[config.mk]
export PLATFORM = sky130hd
export DESIGN_NAME = sram_access_ctrl_flat
export DESIGN_NICKNAME = d
export VERILOG_FILES = /design/src/rtl/sram_access_ctrl_pkg.sv /design/src/rtl/sram_access_ctrl_if.sv /design/src/rtl/sram_access_ctrl_rr_arb2.sv /design/src/rtl/sram_access_ctrl.sv /design/src/flat_wrapper.sv
export SDC_FILE = /design/constraint.sdc
export NUM_CORES = 1
export LEC_CHECK = 0
export ABC_CLOCK_PERIOD_IN_PS = 5000
export CORE_AREA = 2 2 117 119
export CTS_CLUSTER_DIAMETER = 80
export CTS_CLUSTER_SIZE = 25
export DETAILED_ROUTE_END_ITERATION = 16
export DIE_AREA = 0 0 119 121
export DONT_BUFFER_PORTS = 1
export PLACE_DENSITY_LB_ADDON = 0.25
export SLEW_MARGIN = 0
export SYNTH_ARGS = -nofsm -noshare
export SYNTH_HDL_FRONTEND = slang
export SYNTH_SLANG_ARGS = --single-unit
[constraint.sdc]
create_clock -name clk -period 5 [get_ports clk]
set_input_delay 1 -clock clk [delete_from_list [all_inputs] [get_ports clk]]
set_output_delay 1 -clock clk [all_outputs]
set_load 0.02 [all_outputs]
[src/rtl/sram_access_ctrl_pkg.sv]
// Shared types for the i-cache SRAM access controller.
//   sram_ctrl_state_e : controller state (INIT sweep after reset, IDLE, FLUSH sweep)
//   wsrc_e            : write-port requester identity (fill or single-set invalidate)
//   other_wsrc()      : returns the opposite requester, used to advance the
//                       round-robin priority after a contended grant
package icache_sram_pkg;

  typedef enum logic [1:0] {
    INIT  = 2'd0,
    IDLE  = 2'd1,
    FLUSH = 2'd2
  } sram_ctrl_state_e;

  typedef enum logic {
    WSRC_FILL = 1'b0,
    WSRC_INV  = 1'b1
  } wsrc_e;

  function automatic wsrc_e other_wsrc(input wsrc_e src);
    return (src == WSRC_FILL) ? WSRC_INV : WSRC_FILL;
  endfunction

endpackage

[src/rtl/sram_access_ctrl_if.sv]
// Bus between the access controller and one sram_template wrapper.
//   r_req_valid / r_req_setid : read request to the wrapper
//   r_resp_data               : read data from the wrapper (way k at [k*GEN_WIDTH +: GEN_WIDTH])
//   w_req_valid / w_req_setid / w_req_waymask / w_req_data : write request to the wrapper
// Modports: master = controller side, slave = wrapper side.
interface sram_access_ctrl_if #(
  parameter int GEN_WIDTH = 32,
  parameter int NUM_WAY   = 2,
  parameter int SET_DEPTH = 5
);

  logic                           r_req_valid;
  logic [SET_DEPTH-1:0]           r_req_setid;
  logic [NUM_WAY*GEN_WIDTH-1:0]   r_resp_data;
  logic                           w_req_valid;
  logic [SET_DEPTH-1:0]           w_req_setid;
  logic [NUM_WAY-1:0]             w_req_waymask;
  logic [NUM_WAY*GEN_WIDTH-1:0]   w_req_data;

  modport master (
    output r_req_valid,
    output r_req_setid,
    input  r_resp_data,
    output w_req_valid,
    output w_req_setid,
    output w_req_waymask,
    output w_req_data
  );

  modport slave (
    input  r_req_valid,
    input  r_req_setid,
    output r_resp_data,
    input  w_req_valid,
    input  w_req_setid,
    input  w_req_waymask,
    input  w_req_data
  );

endinterface

[src/rtl/sram_access_ctrl_rr_arb2.sv]
// Two-input round-robin arbiter for the shared SRAM write port.
//   clk, rst            : clock, synchronous active-high reset
//   en                  : arbitration allowed this cycle (controller is IDLE)
//   req_fill, req_inv   : requests from the refill and invalidate paths
//   grant_fill, grant_inv : combinational one-hot grants
// A lone requester always wins. Under contention the requester held in the
// priority register wins, and priority passes to the other side; uncontended
// grants leave the priority untouched.
module rr_arb2
  import icache_sram_pkg::*;
(
  input  logic clk,
  input  logic rst,
  input  logic en,
  input  logic req_fill,
  input  logic req_inv,
  output logic grant_fill,
  output logic grant_inv
);

  wsrc_e prio_reg;
  logic  contend;

  assign contend    = en && req_fill && req_inv;
  assign grant_fill = en && req_fill && (!req_inv  || (prio_reg == WSRC_FILL));
  assign grant_inv  = en && req_inv  && (!req_fill || (prio_reg == WSRC_INV));

  always_ff @(posedge clk) begin
    if (rst) begin
      prio_reg <= WSRC_FILL;
    end else if (contend) begin
      prio_reg <= other_wsrc(prio_reg);
    end
  end

endmodule

[src/rtl/sram_access_ctrl.sv]
// Front-end scheduler for one i-cache SRAM (tag or data array).
//   clk, rst        : clock, synchronous active-high reset
//   flush_*         : full-array invalidation sweep request / busy / done pulse
//   rd_*            : fetch read port (accept when valid && ready, response one
//                     cycle later, data passed through from the wrapper)
//   fill_*          : refill write requester
//   inv_*           : single-set invalidate requester (writes zeros to masked ways)
//   sram            : master side of the bus to the SRAM wrapper
// After reset (INIT) and on a flush request (FLUSH) every set is written with
// all-zero data over NUM_SET consecutive cycles; all requesters are held off
// meanwhile. In IDLE the write port is shared round-robin between fill and inv.
module sram_access_ctrl
  import icache_sram_pkg::*;
#(
  parameter int GEN_WIDTH = 32,
  parameter int NUM_SET   = 32,
  parameter int NUM_WAY   = 2,
  parameter int SET_DEPTH = 5
) (
  input  logic                          clk,
  input  logic                          rst,
  input  logic                          flush_req_i,
  output logic                          flush_busy_o,
  output logic                          flush_done_o,
  input  logic                          rd_valid_i,
  input  logic [SET_DEPTH-1:0]          rd_setid_i,
  output logic                          rd_ready_o,
  output logic                          rd_resp_valid_o,
  output logic [NUM_WAY*GEN_WIDTH-1:0]  rd_resp_data_o,
  input  logic                          fill_valid_i,
  input  logic [SET_DEPTH-1:0]          fill_setid_i,
  input  logic [NUM_WAY-1:0]            fill_waymask_i,
  input  logic [NUM_WAY*GEN_WIDTH-1:0]  fill_data_i,
  output logic                          fill_ready_o,
  input  logic                          inv_valid_i,
  input  logic [SET_DEPTH-1:0]          inv_setid_i,
  input  logic [NUM_WAY-1:0]            inv_waymask_i,
  output logic                          inv_ready_o,
  sram_access_ctrl_if.master            sram
);

  localparam logic [SET_DEPTH-1:0] LAST_SET = SET_DEPTH'(NUM_SET - 1);

  sram_ctrl_state_e               state_reg;
  logic [SET_DEPTH-1:0]           sweep_cnt_reg;
  logic                           done_reg;
  logic                           resp_valid_reg;

  logic                           idle;
  logic                           sweeping;
  logic                           rd_accept;
  logic                           grant_fill;
  logic                           grant_inv;

  logic                           w_valid;
  logic [SET_DEPTH-1:0]           w_setid;
  logic [NUM_WAY-1:0]             w_waymask;
  logic [NUM_WAY*GEN_WIDTH-1:0]   w_data;

  // Every handshake output is forced low while rst is held, including the
  // registered pulses, so a pending response never leaks into the reset cycle.
  assign idle     = (state_reg == IDLE) && !rst;
  assign sweeping = (state_reg != IDLE) && !rst;

  assign flush_busy_o    = rst || (state_reg != IDLE);
  assign flush_done_o    = done_reg && !rst;
  assign rd_ready_o      = idle;
  assign rd_accept       = rd_valid_i && idle;
  assign rd_resp_valid_o = resp_valid_reg && !rst;
  // The wrapper's read latency is one cycle, so its output is already aligned
  // with rd_resp_valid_o; same-set write bypass happens inside the wrapper.
  assign rd_resp_data_o  = sram.r_resp_data;

  assign sram.r_req_valid = rd_accept;
  assign sram.r_req_setid = rd_setid_i;

  rr_arb2 u_arb (
    .clk        (clk),
    .rst        (rst),
    .en         (idle),
    .req_fill   (fill_valid_i),
    .req_inv    (inv_valid_i),
    .grant_fill (grant_fill),
    .grant_inv  (grant_inv)
  );

  assign fill_ready_o = grant_fill;
  assign inv_ready_o  = grant_inv;

  // Write-port mux: sweep owns the port outright; otherwise the arbiter winner
  // drives it. Grants are already zero outside IDLE.
  always_comb begin
    w_valid   = 1'b0;
    w_setid   = '0;
    w_waymask = '0;
    w_data    = '0;
    if (sweeping) begin
      w_valid   = 1'b1;
      w_setid   = sweep_cnt_reg;
      w_waymask = '1;
    end else if (grant_fill) begin
      w_valid   = 1'b1;
      w_setid   = fill_setid_i;
      w_waymask = fill_waymask_i;
      w_data    = fill_data_i;
    end else if (grant_inv) begin
      w_valid   = 1'b1;
      w_setid   = inv_setid_i;
      w_waymask = inv_waymask_i;
    end
  end

  assign sram.w_req_valid   = w_valid;
  assign sram.w_req_setid   = w_setid;
  assign sram.w_req_waymask = w_waymask;
  assign sram.w_req_data    = w_data;

  // Controller FSM with registered sweep counter, done pulse and read-response valid.
  always_ff @(posedge clk) begin
    if (rst) begin
      state_reg      <= INIT;
      sweep_cnt_reg  <= '0;
      done_reg       <= 1'b0;
      resp_valid_reg <= 1'b0;
    end else begin
      done_reg       <= 1'b0;
      resp_valid_reg <= rd_accept;
      case (state_reg)
        INIT, FLUSH: begin
          if (sweep_cnt_reg == LAST_SET) begin
            state_reg     <= IDLE;
            sweep_cnt_reg <= '0;
            done_reg      <= 1'b1;
          end else begin
            sweep_cnt_reg <= sweep_cnt_reg + 1'b1;
          end
        end
        IDLE: begin
          if (flush_req_i) begin
            state_reg <= FLUSH;
          end
        end
        default: begin
          state_reg     <= INIT;
          sweep_cnt_reg <= '0;
        end
      endcase
    end
  end

endmodule

[src/flat_wrapper.sv]
// flat-port wrapper written by rule: the top's interface ports become plain ports
module sram_access_ctrl_flat import icache_sram_pkg::*;
#(
  parameter int GEN_WIDTH = 32,
  parameter int NUM_SET   = 32,
  parameter int NUM_WAY   = 2,
  parameter int SET_DEPTH = 5
)
  (clk, rst, flush_req_i, flush_busy_o, flush_done_o, rd_valid_i, rd_setid_i, rd_ready_o, rd_resp_valid_o, rd_resp_data_o, fill_valid_i, fill_setid_i, fill_waymask_i, fill_data_i, fill_ready_o, inv_valid_i, inv_setid_i, inv_waymask_i, inv_ready_o, sram_r_req_valid, sram_r_req_setid, sram_r_resp_data, sram_w_req_valid, sram_w_req_setid, sram_w_req_waymask, sram_w_req_data);
  sram_access_ctrl_if #(.GEN_WIDTH(GEN_WIDTH), .NUM_WAY(NUM_WAY), .SET_DEPTH(SET_DEPTH)) sram_i ();
  input  logic clk;
  input  logic rst;
  input  logic flush_req_i;
  output logic flush_busy_o;
  output logic flush_done_o;
  input  logic rd_valid_i;
  input  logic [SET_DEPTH-1:0] rd_setid_i;
  output logic rd_ready_o;
  output logic rd_resp_valid_o;
  output logic [NUM_WAY*GEN_WIDTH-1:0] rd_resp_data_o;
  input  logic fill_valid_i;
  input  logic [SET_DEPTH-1:0] fill_setid_i;
  input  logic [NUM_WAY-1:0] fill_waymask_i;
  input  logic [NUM_WAY*GEN_WIDTH-1:0] fill_data_i;
  output logic fill_ready_o;
  input  logic inv_valid_i;
  input  logic [SET_DEPTH-1:0] inv_setid_i;
  input  logic [NUM_WAY-1:0] inv_waymask_i;
  output logic inv_ready_o;
  output wire logic [$bits(sram_i.r_req_valid)-1:0] sram_r_req_valid;
  output wire logic [$bits(sram_i.r_req_setid)-1:0] sram_r_req_setid;
  input wire logic [$bits(sram_i.r_resp_data)-1:0] sram_r_resp_data;
  output wire logic [$bits(sram_i.w_req_valid)-1:0] sram_w_req_valid;
  output wire logic [$bits(sram_i.w_req_setid)-1:0] sram_w_req_setid;
  output wire logic [$bits(sram_i.w_req_waymask)-1:0] sram_w_req_waymask;
  output wire logic [$bits(sram_i.w_req_data)-1:0] sram_w_req_data;
  assign sram_r_req_valid = sram_i.r_req_valid;
  assign sram_r_req_setid = sram_i.r_req_setid;
  assign sram_i.r_resp_data = sram_r_resp_data;
  assign sram_w_req_valid = sram_i.w_req_valid;
  assign sram_w_req_setid = sram_i.w_req_setid;
  assign sram_w_req_waymask = sram_i.w_req_waymask;
  assign sram_w_req_data = sram_i.w_req_data;
  sram_access_ctrl #(.GEN_WIDTH(GEN_WIDTH), .NUM_SET(NUM_SET), .NUM_WAY(NUM_WAY), .SET_DEPTH(SET_DEPTH)) u_core (.clk(clk), .rst(rst), .flush_req_i(flush_req_i), .flush_busy_o(flush_busy_o), .flush_done_o(flush_done_o), .rd_valid_i(rd_valid_i), .rd_setid_i(rd_setid_i), .rd_ready_o(rd_ready_o), .rd_resp_valid_o(rd_resp_valid_o), .rd_resp_data_o(rd_resp_data_o), .fill_valid_i(fill_valid_i), .fill_setid_i(fill_setid_i), .fill_waymask_i(fill_waymask_i), .fill_data_i(fill_data_i), .fill_ready_o(fill_ready_o), .inv_valid_i(inv_valid_i), .inv_setid_i(inv_setid_i), .inv_waymask_i(inv_waymask_i), .inv_ready_o(inv_ready_o), .sram(sram_i));
endmodule
==> flow_summary.json, run 1 <==
{
  "status": "finished clean",
  "rsz0062_at_grt": "false",
  "grt_max_degree": 74,
  "critPathArrivalTime_ps": 2690,
  "cp_slowest_cell": "and3_2",
  "gp_congestion": 0.703,
  "finalClockSkew_ps": 0.242,
  "fin_crit_sh_pct": 73.8,
  "synth_top_family_by_area": "buffers and inverters",
  "fill_cells": 1520,
  "synth_edf_count": 0,
  "reg2reg_to": "u_core.sweep_cnt_reg[2]",
  "die_h_um": 121,
  "cp-start-kind": "input pin",
  "drv_cap": 0,
  "synth_nets": 357,
  "first_pass_iters": 4,
  "die_w_um": 119,
  "antenna_cells": 0,
  "post-cts-setup-buffers": 0,
  "clock_latency_ps": 240,
  "htreeDepth": 1,
  "post_cts_resize_count": 0,
  "crit_required_ps": 4000,
  "path_cells": "nor3b_4 > buf_4 > and3_2 > a221o_1",
  "reg2reg_from": "u_core.sweep_cnt_reg[0]",
  "synth_cell_types": 25,
  "max-vdd-ir-drop_mv": 0.154,
  "syn_avg_cell_area_um2": 7.80,
  "setup_viol": 0,
  "syn2layout_area_growth_pct": -19.8,
  "fmax_mhz": 271,
  "synth_compound_area_share_pct": 8.02,
  "initial_core_util_pct": 12.0,
  "yosysTopAreaCell": "buf_4",
  "hold_depth": 1,
  "hold_buffers": 0,
  "syn_inst": 202,
  "slew_viol_final": 0,
  "clockBufferDepth": 2,
  "drive_above_1_share_pct": 4.72,
  "grt_pass1_vias": 1015,
  "synth-seq-cells": 10,
  "std_cell_rows": 42,
  "synth-main-ff-cell": "dfxtp_1",
  "cts.sinks": 10,
  "relSlewSlack_pct": 32.5,
  "cts_buffers": 3,
  "drt-total-wl_um": 4730,
  "ioPinCount": 301,
  "die_area_um2": 14400,
  "clk_pin_slew_ps": 40,
  "grt_pass1_wl_um": 6180,
  "regArea_um2": 200,
  "drtAntennaViolNets": 0,
  "yosys.area_share.simple_pct": 36.9,
  "root_buffer": "clkbuf_16",
  "hold_viol": 0,
  "hold_end": "u_core.u_arb.prio_reg",
  "synth-xor-area-share_pct": 0.556,
  "postLayoutCoreUtil_pct": 9.66,
  "synth.area.mux_share_pct": 0.635,
  "core_um2": 13100,
  "largest_reg_flops": 5,
  "routed-via-count": 1033,
  "p_per_area_nw_per_um2": 204,
  "leakagePower_nw": 0.458,
  "antenna_found_initial": 0,
  "finalSetupTns_ps": 0,
  "yosysSeqAreaShare_pct": 12.7,
  "dr.first_iter.drc_count": 27,
  "post-dp-hpwl_um": 4010,
  "hold_class": "reg2reg",
  "synthTopCellsByCount": "buf_4, and2_1, dfxtp_1",
  "multi_input_area_um2": 753,
  "rr_worst_depth": 6,
  "synth_adder_area_share_pct": 1.59,
  "port_buffers": 0,
  "min-delay-start": "u_core.u_arb.prio_reg",
  "track_usage_pct": 5.88,
  "drc_errors": 0,
  "r2r_setup_slack_ps": 3150,
  "wl_per_cell_um": 15.6,
  "crit_type": "in2out",
  "via_per_inst": 3.41,
  "netlist_top_cells_area": "buf_4, and2_1, dfxtp_1",
  "mappedNetlistArea_um2": 1580,
  "cpPeakStageDelay_ps": 880,
  "end_kind": "primary output",
  "yosysTopAreaCellShare_pct": 32.9,
  "cts_tree": "yes",
  "synth_warnings": 0,
  "finalCriticalPeriod_ps": 3690,
  "tightest_slew_ps": 1010,
  "crit_path_max_fanout": 73,
  "yosysMostFrequentCell": "buf_4",
  "synthArstFlopShare_pct": 0,
  "nets": 284,
  "overflow": 0
}
[worst max-delay path, delay by kind of cell]
kind	cells	cell delay [ps]
buffers and inverters	1	210
AO/OA/AOI/OAI	1	420
AND/OR/NAND/NOR	2	1030
[power breakdown]
group	switching (mW)	internal, mW
registers	0.00682	0.0863
clock network	0.0357	0.104
logic	0.0141	0.0115
total	0.0566	0.201
[through the flow]
stage	cells	hold slack [ps]	area (µm²)	power, mW	setup WS (ps)
final	303	490	1260	0.258	1310
after global routing	303	512	1260	0.270	1120
after CTS	303	491	1260	0.261	1270
after detailed placement	300	484	1190	0.120	1270
after global placement	300	468	1190	0.119	1340
after floorplan	202	445	1580	0.196	1840
[cell type report]
type	count	area share (%)
clock buffers	3	5.94
inverters	2	0.594
multi-input cells	111	59.6
flip-flops and latches	10	15.8
well taps	176	17.4
repair buffers	1	0.594
[logic make-up (layout without fill, tap and decap cells)]
family / count (synthesis) / after routing
xor gates and xnor gates: 1 / 1
and+or+nand+nor: 92 / 92
DFF: 10 / 10
AOI/OAI and AO/OA: 15 / 15
muxes: 1 / 1
buffers and inverters: 81 / 6
adders and majority gates: 2 / 2
[worst max-delay path by stage]
stage               startpoint                  end  slack (ps)  cells after the start
global route               rst  sram_w_req_setid[0]        1120                      4
floorplan                  rst  sram_w_req_data[54]        1840                      5
finish                     rst  sram_w_req_setid[3]        1310                      4
global placement           rst  sram_w_req_setid[2]        1340                      4
CTS                        rst  sram_w_req_setid[3]        1270                      4
detailed placement         rst  sram_w_req_setid[3]        1270                      4
[layer usage]
| layer | global-route usage (%) | share of wire (%) |
|---|---|---|
| met2 | 9.66 | 51 |
| met1 | 6.58 | 37 |
| met4 | 3.27 | 2.6 |
| met5 | 0 | 0 |
| met3 | 2.16 | 9.3 |
[placed cells by master (no fill, tap or decap)]
| master | Yosys | routed |
|---|---|---|
| mux2i_1 | 1 | 1 |
| or3_1 | 1 | 1 |
| ha_1 | 2 | 2 |
| nor3b_4 | 1 | 1 |
| a22o_1 | 3 | 3 |
| clkbuf_16 | 0 | 3 |
| a221o_1 | 7 | 7 |
| a31oi_1 | 2 | 2 |
| xnor2_1 | 1 | 1 |
| nor2b_1 | 3 | 3 |
| nand3_1 | 3 | 3 |
| buf_4 | 69 | 1 |
| inv_1 | 2 | 2 |
| a21oi_1 | 2 | 2 |
| and3_2 | 0 | 1 |
| nor2_1 | 2 | 2 |
| o21bai_1 | 1 | 1 |
| nand2_1 | 1 | 1 |
| and2_1 | 66 | 66 |
| nor3b_1 | 6 | 6 |
| nand2b_1 | 4 | 4 |
| dfxtp_1 | 10 | 10 |
| and3_1 | 3 | 2 |
| nor3_1 | 2 | 2 |
(Power assumes the default switching activity.)
==> run 2, diff against run 1 <==
Settings changed: ABC_CLOCK_PERIOD_IN_PS 5000 to 3100.
Clock period 5 ns to 3.1 ns, I/O delays scaled along.
==> flow_summary.json, run 2 (same netlist as run 1, synthesis figures left out) <==
{
  "first_pass_iters": 4,
  "core_um2": 13100,
  "grt_pass1_vias": 954,
  "die_h_um": 121,
  "finalSetupTns_ps": 0,
  "cts_tree": "yes",
  "dr.first_iter.drc_count": 29,
  "ioPinCount": 301,
  "fmax_mhz": 403,
  "reg2reg_from": "u_core.sweep_cnt_reg[0]",
  "finalNonFillerCells": 306,
  "cpPeakStageDelay_ps": 430,
  "root_buffer": "clkbuf_16",
  "final_common_cell": "and2_1",
  "p_int_mw": 0.325,
  "hold_viol": 0,
  "crit_required_ps": 2480,
  "fin_crit_sh_pct": 80.0,
  "post-dp-hpwl_um": 3790,
  "path_cells": "nor3b_4 > and3_2 > buf_4 > a221o_1",
  "drv_cap": 0,
  "seqPwrFrac_pct": 36.2,
  "layout_setup_ws_ps": 620,
  "via_per_inst": 3.46,
  "nets": 287,
  "grt_pass1_wl_um": 5730,
  "layout_common_cells": "and2_1, dfxtp_1, a221o_1",
  "status": "finished clean",
  "wl_per_cell_um": 14.3,
  "fill_cells": 1522,
  "place_inst": 303,
  "drc_errors": 0,
  "cp-start-kind": "register",
  "die_w_um": 119,
  "cts.sinks": 10,
  "combinationalPowerShare_pct": 9.8,
  "cp_slowest_cell": "dfxtp_1",
  "clockBufferDepth": 2,
  "hold_buffers": 0,
  "track_usage_pct": 5.40,
  "place_ws_ps": 708,
  "critPathArrivalTime_ps": 1860,
  "reg2reg_to": "u_core.sweep_cnt_reg[2]",
  "hold_end": "u_core.sweep_cnt_reg[4]",
  "antenna_found_initial": 0,
  "largest_reg_flops": 5,
  "p_switching_mw": 0.0921,
  "drive_above_1_share_pct": 6.92,
  "rr_worst_depth": 6,
  "hold_depth": 1,
  "drtAntennaViolNets": 0,
  "finalClockSkew_ps": 1.53,
  "power.clock.fraction_pct": 54.0,
  "std_cell_rows": 42,
  "routed-via-count": 1059,
  "relSlewSlack_pct": 62.0,
  "htreeDepth": 1,
  "finalCriticalPeriod_ps": 2480,
  "end_kind": "primary output",
  "drt-total-wl_um": 4380,
  "tightest_slew_ps": 566,
  "crit_path_max_fanout": 19,
  "cts_buffers": 3,
  "crit_type": "reg2out",
  "postLayoutCoreUtil_pct": 9.93,
  "slew_viol_final": 0,
  "syn2layout_area_growth_pct": -17.6,
  "grt_max_degree": 46,
  "post-cts-setup-buffers": 0,
  "antenna_cells": 0,
  "port_buffers": 0,
  "leakagePower_nw": 0.477,
  "hold_slack_ps": 449,
  "die_area_um2": 14400,
  "initial_core_util_pct": 12.0,
  "clock_latency_ps": 240,
  "setup_viol": 0,
  "p_sw_share_pct": 22.1,
  "gp_congestion": 0.736,
  "hold_class": "in2reg",
  "min-delay-start": "rst",
  "max-vdd-ir-drop_mv": 0.196,
  "rsz0062_at_grt": "false",
  "r2r_setup_slack_ps": 1260,
  "overflow": 0,
  "clk_pin_slew_ps": 40,
  "p_per_area_nw_per_um2": 321,
  "post_cts_resize_count": 0
}
[run 2: changes by cell type in the layout (fill, tap and decap cells not counted), sizes merged]
cell,previous run,this run
buf,1,4
[run 2: layout make-up]
cell class                 count  area, µm²  share of cell area [%]
clock buffer                   3       75.1                    5.78
inverter                       2       7.51                   0.578
multi-input combinational    111        753                    58.0
sequential                    10        200                    15.4
tap                          176        220                    17.0
timing repair buffer           4       42.5                    3.28
[run 2: routing by layer]
metal,vias to the layer above,global-route usage [%],share of wire (%)
met4,0,2.83,2.6
met5,-,0,0
met3,19,2.63,12
li1,435,-,-
met2,128,8.08,49
met1,477,6.36,37
[run 2: critical path: cells and delay by family (launching register included)]
family	cells	cell delay [ps]
AO/OA/AOI/OAI	1	300
buffers and inverters	1	270
flip-flops	1	430
AND/OR/NAND/NOR	2	630
[run 2: metrics by stage]
step	cell area, µm²	power (mW)
floorplan	1580	0.316
global placement	1220	0.194
detailed placement	1220	0.193
CTS	1300	0.423
global route	1300	0.434
finish	1300	0.417
[run 2: worst max path at each step]
stage	cells after the start	slack, ps	start	to
floorplan	5	700	rst	sram_w_req_data[54]
detailed placement	4	710	rst	sram_w_req_waymask[1]
finish	4	620	u_core.state_reg[0]	sram_w_req_waymask[1]
global placement	4	750	rst	sram_w_req_waymask[1]
CTS	4	590	u_core.state_reg[0]	sram_w_req_waymask[1]
global route	4	440	u_core.state_reg[0]	sram_w_req_waymask[0]
[run 2: power groups by stage]
stage / registers [mW] / clock network [mW] / logic [mW]
detailed placement: 0.152 / 0 / 0.0413
global placement: 0.153 / 0 / 0.0416
CTS: 0.150 / 0.232 / 0.0415
floorplan: 0.149 / 0 / 0.167
global route: 0.152 / 0.238 / 0.0441
finish: 0.151 / 0.225 / 0.0408
==> run 3, diff against run 2 <==
Settings changed: ABC_CLOCK_PERIOD_IN_PS 3100 to 2230.
Clock period 3.1 ns to 2.23 ns, I/O delays scaled along.
==> flow_summary.json, run 3 (same netlist as run 1, synthesis figures left out) <==
{
  "hold_end": "u_core.sweep_cnt_reg[4]",
  "drtAntennaViolNets": 0,
  "slew_viol_final": 0,
  "fmax_mhz": 481,
  "regArea_um2": 201,
  "ioPinCount": 301,
  "layout_common_cells": "and2_1, dfxtp_1, buf_4",
  "clockBufferDepth": 2,
  "gp_congestion": 0.726,
  "die_area_um2": 14400,
  "final_common_cell": "and2_1",
  "drt-total-wl_um": 4540,
  "track_usage_pct": 5.59,
  "crit_required_ps": 1780,
  "hold_viol": 0,
  "r2r_setup_slack_ps": 620,
  "multi_input_area_um2": 754,
  "p_switching_mw": 0.126,
  "cts.sinks": 10,
  "reg2reg_to": "u_core.sweep_cnt_reg[2]",
  "via_per_inst": 3.40,
  "first_pass_iters": 4,
  "min-delay-start": "rst",
  "finalSetupTns_ps": 0,
  "core_um2": 13100,
  "cp-start-kind": "register",
  "rsz0062_at_grt": "false",
  "setup_viol": 0,
  "finalCriticalPeriod_ps": 2080,
  "cp_num_buf_inv": 1,
  "cp_slowest_cell": "or3_1",
  "end_kind": "primary output",
  "die_h_um": 121,
  "fill_cells": 1512,
  "reg2reg_from": "u_core.sweep_cnt_reg[0]",
  "routed-via-count": 1057,
  "initial_core_util_pct": 12.0,
  "hold_depth": 1,
  "tightest_slew_ps": 423,
  "seqPwrFrac_pct": 35.9,
  "drive_above_1_share_pct": 11.9,
  "grt_max_degree": 49,
  "combinationalPowerShare_pct": 10.7,
  "antenna_found_initial": 0,
  "wl_per_cell_um": 14.6,
  "post-dp-hpwl_um": 3880,
  "hold_buffers": 0,
  "clock_latency_ps": 240,
  "cts_buffers": 3,
  "status": "finished clean",
  "power.clock.fraction_pct": 53.4,
  "hold_class": "in2reg",
  "port_buffers": 0,
  "overflow": 0,
  "p_per_area_nw_per_um2": 435,
  "critical-path-top-delay-family": "simple AND/OR/NAND/NOR gates",
  "largest_reg_flops": 5,
  "htreeDepth": 1,
  "antenna_cells": 0,
  "dr.first_iter.drc_count": 24,
  "max-vdd-ir-drop_mv": 0.261,
  "p_int_mw": 0.455,
  "grt_pass1_vias": 1036,
  "drc_errors": 0,
  "syn2layout_area_growth_pct": -15.1,
  "relSlewSlack_pct": 71.8,
  "drv_cap": 0,
  "p_sw_share_pct": 21.7,
  "total_power_mw": 0.582,
  "std_cell_rows": 42,
  "fin_crit_sh_pct": 93.3,
  "root_buffer": "clkbuf_16",
  "leakagePower_nw": 0.503,
  "critPathArrivalTime_ps": 1630,
  "crit_type": "reg2out",
  "path_cells": "nor3b_4 > and3_2 > buf_4 > or3_1",
  "clk_pin_slew_ps": 40,
  "cts_tree": "yes",
  "grt_pass1_wl_um": 6050,
  "rr_worst_depth": 7,
  "die_w_um": 119,
  "crit_path_max_fanout": 25,
  "cpPeakStageDelay_ps": 460,
  "nets": 292,
  "finalClockSkew_ps": 3.31
}
run 3: cell types whose count changed in the layout (fill, tap and decap cells not counted), sizes merged:
| cell | before | now |
|---|---|---|
| buf | 4 | 9 |
run 3: power groups by stage:
stage               registers [mW]  logic [mW]  clock network [mW]
floorplan                    0.207       0.232                   0
global placement             0.212      0.0624                   0
detailed placement           0.211      0.0627                   0
CTS                          0.208      0.0630               0.316
global route                 0.211      0.0687               0.323
finish                       0.209      0.0624               0.311
run 3: how the worst max path moves through the flow:
stage,start,to,depth (start not counted)
2_1_floorplan,rst,sram_w_req_data[54],5
3_3_place_gp,u_core.state_reg[0],sram_w_req_setid[3],4
3_5_place_dp,u_core.state_reg[0],sram_w_req_setid[3],4
4_1_cts,u_core.state_reg[0],sram_w_req_setid[3],4
5_1_grt,u_core.state_reg[0],sram_w_req_valid,3
6_report,u_core.state_reg[0],sram_w_req_valid,4
run 3: routing by layer:
metal,up-vias,track usage (%),wire length [µm]
met1,467,5.84,1570
met2,123,8.94,2220
met3,19,3.38,652
li1,448,-,-
met5,-,0,0
met4,0,2.60,103
run 3: timing repair:
| item | in CTS | in global routing |
|---|---|---|
| setup buffers | 0 | 0 |
| endpoints found under the setup margin | 0 | 27 |
| gates resized for setup | 0 | 2 |
run 3: final cells by class:
class | instances | share of cell area [%]
repair buffers | 9 | 5.98
inverters | 2 | 0.561
multi-input cells | 111 | 56.4
clock buffers | 3 | 5.61
flip-flops and latches | 10 | 15.0
well taps | 176 | 16.4
run 3: worst reg2reg max path, delay by kind of cell, from the launching register on:
family	cells	cell delay, ps
AOI/OAI and AO/OA	1	150
adders and majority gates	2	460
buffers and inverters	1	170
DFF	1	340
and+or+nand+nor	3	430
run 3: per-stage QoR:
step	utilization [%]	cells	hold slack, ps	worst slack [ps]	instance area, µm²
2_1_floorplan	-	202	445	174	1580
3_3_place_gp	9.64	308	466	359	1260
3_5_place_dp	9.64	308	490	293	1260
4_1_cts	10.2	311	277	43.7	1340
5_1_grt	10.2	311	281	40.0	1340
6_report	10.2	311	281	149	1340
